[src/rtl/ex_muldiv_pkg.sv]
// rtl/ex_muldiv_pkg.sv - shared encodings and field widths for the iterative RV32M unit
package ex_muldiv_pkg;

   localparam int ALUOP_W   = 7;
   localparam int F3_W      = 3;
   localparam int F7_W      = 7;
   localparam int REGADDR_W = 5;

   localparam logic [ALUOP_W-1:0] OP_REG        = 7'b0110011;
   localparam logic [F7_W-1:0]    MULDIV_FUNCT7 = 7'b0000001;

   typedef enum logic [F3_W-1:0] {
      MUL_F3    = 3'b000,
      MULH_F3   = 3'b001,
      MULHSU_F3 = 3'b010,
      MULHU_F3  = 3'b011,
      DIV_F3    = 3'b100,
      DIVU_F3   = 3'b101,
      REM_F3    = 3'b110,
      REMU_F3   = 3'b111
   } md_funct3_e;

   typedef enum logic [1:0] {
      MD_IDLE = 2'd0,
      MD_CALC = 2'd1,
      MD_DONE = 2'd2
   } md_state_e;

   // rs1 is signed for MUL/MULH/MULHSU/DIV/REM; rs2 only for MUL/MULH/DIV/REM
   function automatic logic rs1_signed(input logic [F3_W-1:0] f3);
      return f3[2] ? ~f3[0] : (f3[1:0] != 2'b11);
   endfunction

   function automatic logic rs2_signed(input logic [F3_W-1:0] f3);
      return f3[2] ? ~f3[0] : ~f3[1];
   endfunction

endpackage

[src/rtl/ex_muldiv_if.sv]
// rtl/ex_muldiv_if.sv - ID/EX operand bundle in, result/stall bundle out
interface ex_muldiv_if #(parameter int XLEN = 32);
   import ex_muldiv_pkg::*;

   logic [ALUOP_W-1:0]   aluop_i;
   logic [F3_W-1:0]      alufunct3_i;
   logic [F7_W-1:0]      alufunct7_i;
   logic [XLEN-1:0]      reg1_i;
   logic [XLEN-1:0]      reg2_i;
   logic [REGADDR_W-1:0] wd_i;
   logic                 wreg_i;
   logic                 flush_i;
   logic                 stallreq_o;
   logic [XLEN-1:0]      result_o;
   logic                 result_valid_o;
   logic [REGADDR_W-1:0] wd_o;
   logic                 wreg_o;

   modport master (
      output aluop_i, alufunct3_i, alufunct7_i, reg1_i, reg2_i, wd_i, wreg_i, flush_i,
      input  stallreq_o, result_o, result_valid_o, wd_o, wreg_o
   );

   modport slave (
      input  aluop_i, alufunct3_i, alufunct7_i, reg1_i, reg2_i, wd_i, wreg_i, flush_i,
      output stallreq_o, result_o, result_valid_o, wd_o, wreg_o
   );

endinterface

[src/rtl/ex_muldiv_sign_fix.sv]
// rtl/ex_muldiv_sign_fix.sv - conditional two's-complement negation for operands and results
module muldiv_sign_fix #(
   parameter int W = 32
) (
   input  logic [W-1:0] val_i,
   input  logic         neg_i,
   output logic [W-1:0] val_o
);

   assign val_o = neg_i ? ((~val_i) + W'(1)) : val_i;

endmodule

[src/rtl/ex_muldiv.sv]
// rtl/ex_muldiv.sv - iterative shift-add multiplier / restoring divider with pipeline stall request
module ex_muldiv
   import ex_muldiv_pkg::*;
#(
   parameter int XLEN = 32
) (
   input  logic        clk,
   input  logic        rst,
   ex_muldiv_if.slave  bus
);

   localparam logic [XLEN-1:0] MIN_NEG = {1'b1, {(XLEN-1){1'b0}}};

   md_state_e            state_q, state_d;
   logic [5:0]           cnt_q, cnt_d;
   logic [XLEN-1:0]      a_q, a_d;
   logic [2*XLEN-1:0]    acc_q, acc_d;
   logic [F3_W-1:0]      funct3_q, funct3_d;
   logic                 neg_q, neg_d;
   logic                 rem_neg_q, rem_neg_d;
   logic [REGADDR_W-1:0] wd_q, wd_d;
   logic                 wreg_q, wreg_d;
   logic [XLEN-1:0]      result_q, result_d;
   logic                 valid_q, valid_d;
   logic [REGADDR_W-1:0] wd_out_q, wd_out_d;
   logic                 wreg_out_q, wreg_out_d;

   logic start;
   assign start = rst && (bus.aluop_i == OP_REG) && (bus.alufunct7_i == MULDIV_FUNCT7)
                  && (state_q == MD_IDLE) && !bus.flush_i;

   logic a_neg, b_neg;
   logic [XLEN-1:0] mag_a, mag_b;
   assign a_neg = rs1_signed(bus.alufunct3_i) & bus.reg1_i[XLEN-1];
   assign b_neg = rs2_signed(bus.alufunct3_i) & bus.reg2_i[XLEN-1];

   muldiv_sign_fix #(.W(XLEN)) u_fix_a (.val_i(bus.reg1_i), .neg_i(a_neg), .val_o(mag_a));
   muldiv_sign_fix #(.W(XLEN)) u_fix_b (.val_i(bus.reg2_i), .neg_i(b_neg), .val_o(mag_b));

   // Divide-by-zero and signed overflow resolve without iterating
   logic div_zero, div_ovf, fast, fast_rem;
   logic [XLEN-1:0] fast_res;
   assign div_zero = (bus.reg2_i == '0);
   assign div_ovf  = ~bus.alufunct3_i[0] && (bus.reg1_i == MIN_NEG) && (bus.reg2_i == '1);
   assign fast     = bus.alufunct3_i[2] && (div_zero || div_ovf);
   assign fast_rem = bus.alufunct3_i[1];
   assign fast_res = div_zero ? (fast_rem ? bus.reg1_i : '1) : (fast_rem ? '0 : MIN_NEG);

   // One iteration: hi half is the partial product / partial remainder, lo half the shifting operand
   logic [XLEN:0]     add_sum, shifted, diff;
   logic [2*XLEN-1:0] mul_step, div_step, acc_step;
   assign add_sum  = {1'b0, acc_q[2*XLEN-1:XLEN]} + {1'b0, (acc_q[0] ? a_q : '0)};
   assign mul_step = {add_sum, acc_q[XLEN-1:1]};
   assign shifted  = acc_q[2*XLEN-1:XLEN-1];
   assign diff     = shifted - {1'b0, a_q};
   assign div_step = diff[XLEN] ? {shifted[XLEN-1:0], acc_q[XLEN-2:0], 1'b0}
                                : {diff[XLEN-1:0],    acc_q[XLEN-2:0], 1'b1};
   assign acc_step = funct3_q[2] ? div_step : mul_step;

   logic [2*XLEN-1:0] prod_fix;
   logic [XLEN-1:0]   quot_fix, rem_fix, final_res;
   muldiv_sign_fix #(.W(2*XLEN)) u_fix_prod (.val_i(acc_step), .neg_i(neg_q), .val_o(prod_fix));
   muldiv_sign_fix #(.W(XLEN)) u_fix_quot (.val_i(acc_step[XLEN-1:0]), .neg_i(neg_q), .val_o(quot_fix));
   muldiv_sign_fix #(.W(XLEN)) u_fix_rem (.val_i(acc_step[2*XLEN-1:XLEN]), .neg_i(rem_neg_q), .val_o(rem_fix));

   always_comb begin
      if (funct3_q[2])
         final_res = funct3_q[1] ? rem_fix : quot_fix;
      else
         final_res = (funct3_q == MUL_F3) ? prod_fix[XLEN-1:0] : prod_fix[2*XLEN-1:XLEN];
   end

   always_comb begin
      state_d    = state_q;
      cnt_d      = cnt_q;
      a_d        = a_q;
      acc_d      = acc_q;
      funct3_d   = funct3_q;
      neg_d      = neg_q;
      rem_neg_d  = rem_neg_q;
      wd_d       = wd_q;
      wreg_d     = wreg_q;
      result_d   = '0;
      valid_d    = 1'b0;
      wd_out_d   = '0;
      wreg_out_d = 1'b0;
      unique case (state_q)
         MD_IDLE: begin
            if (start) begin
               funct3_d  = bus.alufunct3_i;
               neg_d     = a_neg ^ b_neg;
               rem_neg_d = a_neg;
               wd_d      = bus.wd_i;
               wreg_d    = bus.wreg_i;
               cnt_d     = '0;
               a_d       = bus.alufunct3_i[2] ? mag_b : mag_a;
               acc_d     = {{XLEN{1'b0}}, (bus.alufunct3_i[2] ? mag_a : mag_b)};
               if (fast) begin
                  state_d    = MD_DONE;
                  result_d   = fast_res;
                  valid_d    = 1'b1;
                  wd_out_d   = bus.wd_i;
                  wreg_out_d = bus.wreg_i;
               end else begin
                  state_d = MD_CALC;
               end
            end
         end
         MD_CALC: begin
            acc_d = acc_step;
            cnt_d = cnt_q + 6'd1;
            if (cnt_q == 6'(XLEN-1)) begin
               state_d    = MD_DONE;
               cnt_d      = '0;
               result_d   = final_res;
               valid_d    = 1'b1;
               wd_out_d   = wd_q;
               wreg_out_d = wreg_q;
            end
         end
         default: state_d = MD_IDLE;
      endcase
      if (bus.flush_i) begin
         state_d    = MD_IDLE;
         cnt_d      = '0;
         result_d   = '0;
         valid_d    = 1'b0;
         wd_out_d   = '0;
         wreg_out_d = 1'b0;
      end
   end

   always_ff @(posedge clk or negedge rst) begin
      if (!rst) begin
         state_q    <= MD_IDLE;
         cnt_q      <= '0;
         a_q        <= '0;
         acc_q      <= '0;
         funct3_q   <= '0;
         neg_q      <= 1'b0;
         rem_neg_q  <= 1'b0;
         wd_q       <= '0;
         wreg_q     <= 1'b0;
         result_q   <= '0;
         valid_q    <= 1'b0;
         wd_out_q   <= '0;
         wreg_out_q <= 1'b0;
      end else begin
         state_q    <= state_d;
         cnt_q      <= cnt_d;
         a_q        <= a_d;
         acc_q      <= acc_d;
         funct3_q   <= funct3_d;
         neg_q      <= neg_d;
         rem_neg_q  <= rem_neg_d;
         wd_q       <= wd_d;
         wreg_q     <= wreg_d;
         result_q   <= result_d;
         valid_q    <= valid_d;
         wd_out_q   <= wd_out_d;
         wreg_out_q <= wreg_out_d;
      end
   end

   // A flush in the result cycle squashes it as well
   assign bus.stallreq_o     = ((state_q == MD_IDLE && start) || state_q == MD_CALC) && !bus.flush_i;
   assign bus.result_valid_o = valid_q && !bus.flush_i;
   assign bus.result_o       = bus.result_valid_o ? result_q : '0;
   assign bus.wd_o           = bus.result_valid_o ? wd_out_q : '0;
   assign bus.wreg_o         = wreg_out_q && !bus.flush_i;

endmodule
[src/flat_wrapper.sv]
// flat-port wrapper written by rule: the top's interface ports become plain ports
module ex_muldiv_flat import ex_muldiv_pkg::*;
#(
   parameter int XLEN = 32
)
  (clk, rst, bus_aluop_i, bus_alufunct3_i, bus_alufunct7_i, bus_reg1_i, bus_reg2_i, bus_wd_i, bus_wreg_i, bus_flush_i, bus_stallreq_o, bus_result_o, bus_result_valid_o, bus_wd_o, bus_wreg_o);
  ex_muldiv_if #(.XLEN(XLEN)) bus_i ();
  input  logic clk;
  input  logic rst;
  input wire logic [$bits(bus_i.aluop_i)-1:0] bus_aluop_i;
  input wire logic [$bits(bus_i.alufunct3_i)-1:0] bus_alufunct3_i;
  input wire logic [$bits(bus_i.alufunct7_i)-1:0] bus_alufunct7_i;
  input wire logic [$bits(bus_i.reg1_i)-1:0] bus_reg1_i;
  input wire logic [$bits(bus_i.reg2_i)-1:0] bus_reg2_i;
  input wire logic [$bits(bus_i.wd_i)-1:0] bus_wd_i;
  input wire logic [$bits(bus_i.wreg_i)-1:0] bus_wreg_i;
  input wire logic [$bits(bus_i.flush_i)-1:0] bus_flush_i;
  output wire logic [$bits(bus_i.stallreq_o)-1:0] bus_stallreq_o;
  output wire logic [$bits(bus_i.result_o)-1:0] bus_result_o;
  output wire logic [$bits(bus_i.result_valid_o)-1:0] bus_result_valid_o;
  output wire logic [$bits(bus_i.wd_o)-1:0] bus_wd_o;
  output wire logic [$bits(bus_i.wreg_o)-1:0] bus_wreg_o;
  assign bus_i.aluop_i = bus_aluop_i;
  assign bus_i.alufunct3_i = bus_alufunct3_i;
  assign bus_i.alufunct7_i = bus_alufunct7_i;
  assign bus_i.reg1_i = bus_reg1_i;
  assign bus_i.reg2_i = bus_reg2_i;
  assign bus_i.wd_i = bus_wd_i;
  assign bus_i.wreg_i = bus_wreg_i;
  assign bus_i.flush_i = bus_flush_i;
  assign bus_stallreq_o = bus_i.stallreq_o;
  assign bus_result_o = bus_i.result_o;
  assign bus_result_valid_o = bus_i.result_valid_o;
  assign bus_wd_o = bus_i.wd_o;
  assign bus_wreg_o = bus_i.wreg_o;
  ex_muldiv #(.XLEN(XLEN)) u_core (.clk(clk), .rst(rst), .bus(bus_i));
endmodule
[config.mk]
export PLATFORM = sky130hd
export DESIGN_NAME = ex_muldiv_flat
export DESIGN_NICKNAME = d
export VERILOG_FILES = /design/src/rtl/ex_muldiv_pkg.sv /design/src/rtl/ex_muldiv_if.sv /design/src/rtl/ex_muldiv_sign_fix.sv /design/src/rtl/ex_muldiv.sv /design/src/flat_wrapper.sv
export SDC_FILE = /design/constraint.sdc
export NUM_CORES = 1
export LEC_CHECK = 0
export BUFFER_PORTS_ARGS = -buffer_cell sky130_fd_sc_hd__buf_2
export CAP_MARGIN = 15
export CORE_MARGIN = 10
export CORE_UTILIZATION = 40
export DETAILED_ROUTE_END_ITERATION = 8
export SYNTH_ARGS = -nofsm -noshare
export SYNTH_HDL_FRONTEND = slang
export SYNTH_SLANG_ARGS = --single-unit
export TNS_END_PERCENT = 5
[constraint.sdc]
create_clock -name clk -period 9.72 [get_ports clk]
set_clock_uncertainty 0.1 [all_clocks]
set_input_delay 1.944 -clock clk [delete_from_list [all_inputs] [get_ports clk]]
set_output_delay 1.944 -clock clk [all_outputs]
set_load 0.005 [all_outputs]
==> out/results.ini <==
[outcome]
outcome=complete, no violations

[detailed_routing]
drtIter0Drc=2159
totalWireLength_um=68800
drt_pre_antenna_iters=6
via_count=17590
via_per_inst=6.267
wire_per_inst_um=24.51
drc=0
antenna_left=0

[synthesis]
synth_area_leaders=dfrtp_1 (24%), o21ai_0 (7.5%), nand2_1 (7.2%), ha_1 (5.4%), xnor2_1 (5.4%)
yosysSeqAreaShare_pct=23.58
syn_nets=2386
async_reset_ff_share_pct=100.0
synth_commonest_cells=nand2_1 (314), o21ai_0 (244), nor2_1 (171)
synthCells=2224
ys_ff_latch=154
synth-main-ff-cell=dfrtp_1
ys_warn_count=0
syn_avg_cell_area_um2=7.349
synth_area_um2=16340
synth_edf_count=0
yosysMostFrequentCell=nand2_1
yosysTopAreaCellShare_pct=23.58
synth_cell_type_count=95
synth_largest_area_cell=dfrtp_1

[power_and_ir_drop]
leakagePower_nw=7.552
power_density_nw_per_um2=85.57
p_total_w=0.001535
vdd_drop_max_mv=0.1007

[cts]
clk_path_buf_depth=2
clkTransAtPathRegs_ns=0.06
clockRootBuffer=clkbuf_16
cts_made_buffers=17
cts_tree=done
worstSkewPairLatency_ns=0.46
cts_sinks=154
cts_setup_buffers=0
cts_resized=0
htree_levels=4
cts_hold_buf=0

[global_routing]
grt_max_degree=88
track_usage_pct=26.75
antenna_found_initial=3
grt_first_pass_wirelength_um=103900
grt_pass1_vias=16510
grt_overflow=0

[sta]
worst_pin_slew_ns=1.205
layout_setup_ws_ns=3.106
fin_crit_sh_pct=68.04
max_freq_ghz=0.1512
rsz0062_at_grt=false
setup_viol=0
slew_violations=0
finalHoldViolations=0
slew_headroom_pct=19.36
fin_crit_ns=6.614
setup_tns_ns=0

[placed_design]
hpwl_um=54020
pre_cts_ws_ns=3.169
gp_congestion=1.010
io_buffer_count=129
dp_cells=2773

[layout]
syn_to_final_growth_pct=9.777
drive_above_1_share_pct=10.78
multi_input_area_um2=11770
layout.cells.non_filler=2807
fill_cells=4121
ff_latch_area_um2=3859
layout.nets=2430

[worst_setup_path]
crit_path_end_kind=primary output
critPathMaxFanout=69
worst_setup_path_start_kind=primary input
arrival_ns=4.57
cp.required_ns=7.68
worstSetupPathType=primary input to primary output

[die]
ios=130
die_h_um=222.1
initial_utilization_pct=40.76
die-area_um2=49340
fp-row-count=73
core_um2=40100
die_w_um=222.1

[run]
maxCapViolations=0

[hold_path]
hold_path.class=flip-flop to flip-flop

## final timing paths
path | from | to | slack [ns] | cells past startpoint
worst max-delay path | bus_alufunct7_i[1] | bus_stallreq_o | 3.11 | 9
worst min-delay path | u_core.wd_q[0] | u_core.wd_q[0] | 0.38 | 2
worst max register to register | u_core.acc_q[0] | u_core.result_q[27] | 3.20 | 17
worst min register to register | u_core.wd_q[0] | u_core.wd_q[0] | 0.38 | 2
max in group asynchronous | rst | u_core.funct3_q[2] | 6.96 | 2
min in group asynchronous | rst | u_core.acc_q[51] | 1.31 | 1
## where the power goes
part / internal, W / switching, W / leakage, nW
registers: 0.000642 / 0.00000167 / 1.74
logic: 0.0000665 / 0.000153 / 5.54
clock network: 0.000369 / 0.000303 / 0.275
## flip-flops by register name, summed over array words and instances, names as in the netlist
register and flops:
u_core.neg_q 1, u_core.cnt_q 6, u_core.rem_neg_q 1, u_core.wd_out_q 5
u_core.result_q 32, u_core.funct3_q 3, u_core.wd_q 5, u_core.wreg_q 1
u_core.a_q 32, u_core.state_q 2, u_core.acc_q 64, u_core.wreg_out_q 1
u_core.valid_q 1
## cell usage in the layout, fill, tap and decap left out, drive strengths merged, types with 10 or more instances in the layout
| master | synthesis | final |
|---|---|---|
| or4 | 12 | 12 |
| xnor2 | 102 | 102 |
| clkbuf | 106 | 21 |
| or3 | 21 | 21 |
| nand3 | 75 | 75 |
| a21o | 26 | 26 |
| and2 | 79 | 79 |
| inv | 60 | 65 |
| o21ai | 252 | 252 |
| o211ai | 32 | 32 |
| a211oi | 10 | 10 |
| a21oi | 159 | 159 |
| nor2 | 171 | 171 |
| or2 | 17 | 17 |
| a31oi | 15 | 15 |
| nand2b | 23 | 23 |
| and3 | 12 | 12 |
| o31ai | 32 | 32 |
| nor3 | 52 | 52 |
| nand2 | 315 | 315 |
| mux2 | 11 | 11 |
| o22ai | 13 | 13 |
| mux2i | 45 | 45 |
| nor2b | 13 | 13 |
| dfrtp | 154 | 154 |
| nand4 | 29 | 29 |
| buf | 23 | 154 |
| ha | 70 | 70 |
| nor4 | 18 | 18 |
| o221ai | 36 | 36 |
| xor2 | 90 | 90 |
## through the flow
| step | util [%] | area, µm² | hold slack, ns |
|---|---|---|---|
| 3_3_place_gp | 43.28 | 17360 | 0.3549 |
| 3_5_place_dp | 43.28 | 17360 | 0.3663 |
| 4_1_cts | 44.70 | 17920 | 0.3809 |
| 5_1_grt | 44.74 | 17940 | 0.4012 |
| 6_report | 44.74 | 17940 | 0.3802 |
| 2_1_floorplan | - | 16340 | 0.3365 |
## critical path, stage by stage
cell	delay [ns]
buf_2	0.10
nor4b_1	0.72
nand3_1	0.22
nor4_2	0.28
buf_4	0.67
nor2_4	0.01
buf_4	0.31
nor2_1	0.16
buf_2	0.13
## kinds of logic (layout without fill, tap and decap cells)
family	Yosys count	count (layout)	synth area share [%]
and+or+nand+nor	864	864	25.46
buffers and inverters	193	250	4.540
muxes	56	56	3.514
other	0	1	0
adders and majority gates	72	72	5.604
AOI/OAI and AO/OA	693	693	26.86
DFF	154	154	23.58
xor gates and xnor gates	192	192	10.45
## routing by layer
layer | global-route usage, % | up-vias | wire, µm
met5 | 0 | - | 23
met4 | 9.928 | 4 | 2430
met3 | 4.693 | 121 | 5482
met2 | 42.03 | 817 | 31000
met1 | 35.80 | 8518 | 29860
li1 | - | 8131 | -
## cell type report
type,count,area share [%]
multi-input cells,1877,65.59
flip-flops and latches,154,21.51
repair buffers,154,4.721
well taps,525,3.661
clock buffers,21,2.566
inverters,64,1.339
clock inverters,11,0.5998
diodes,1,0.01395
No activity file was read; power rests on OpenSTA's default activity.
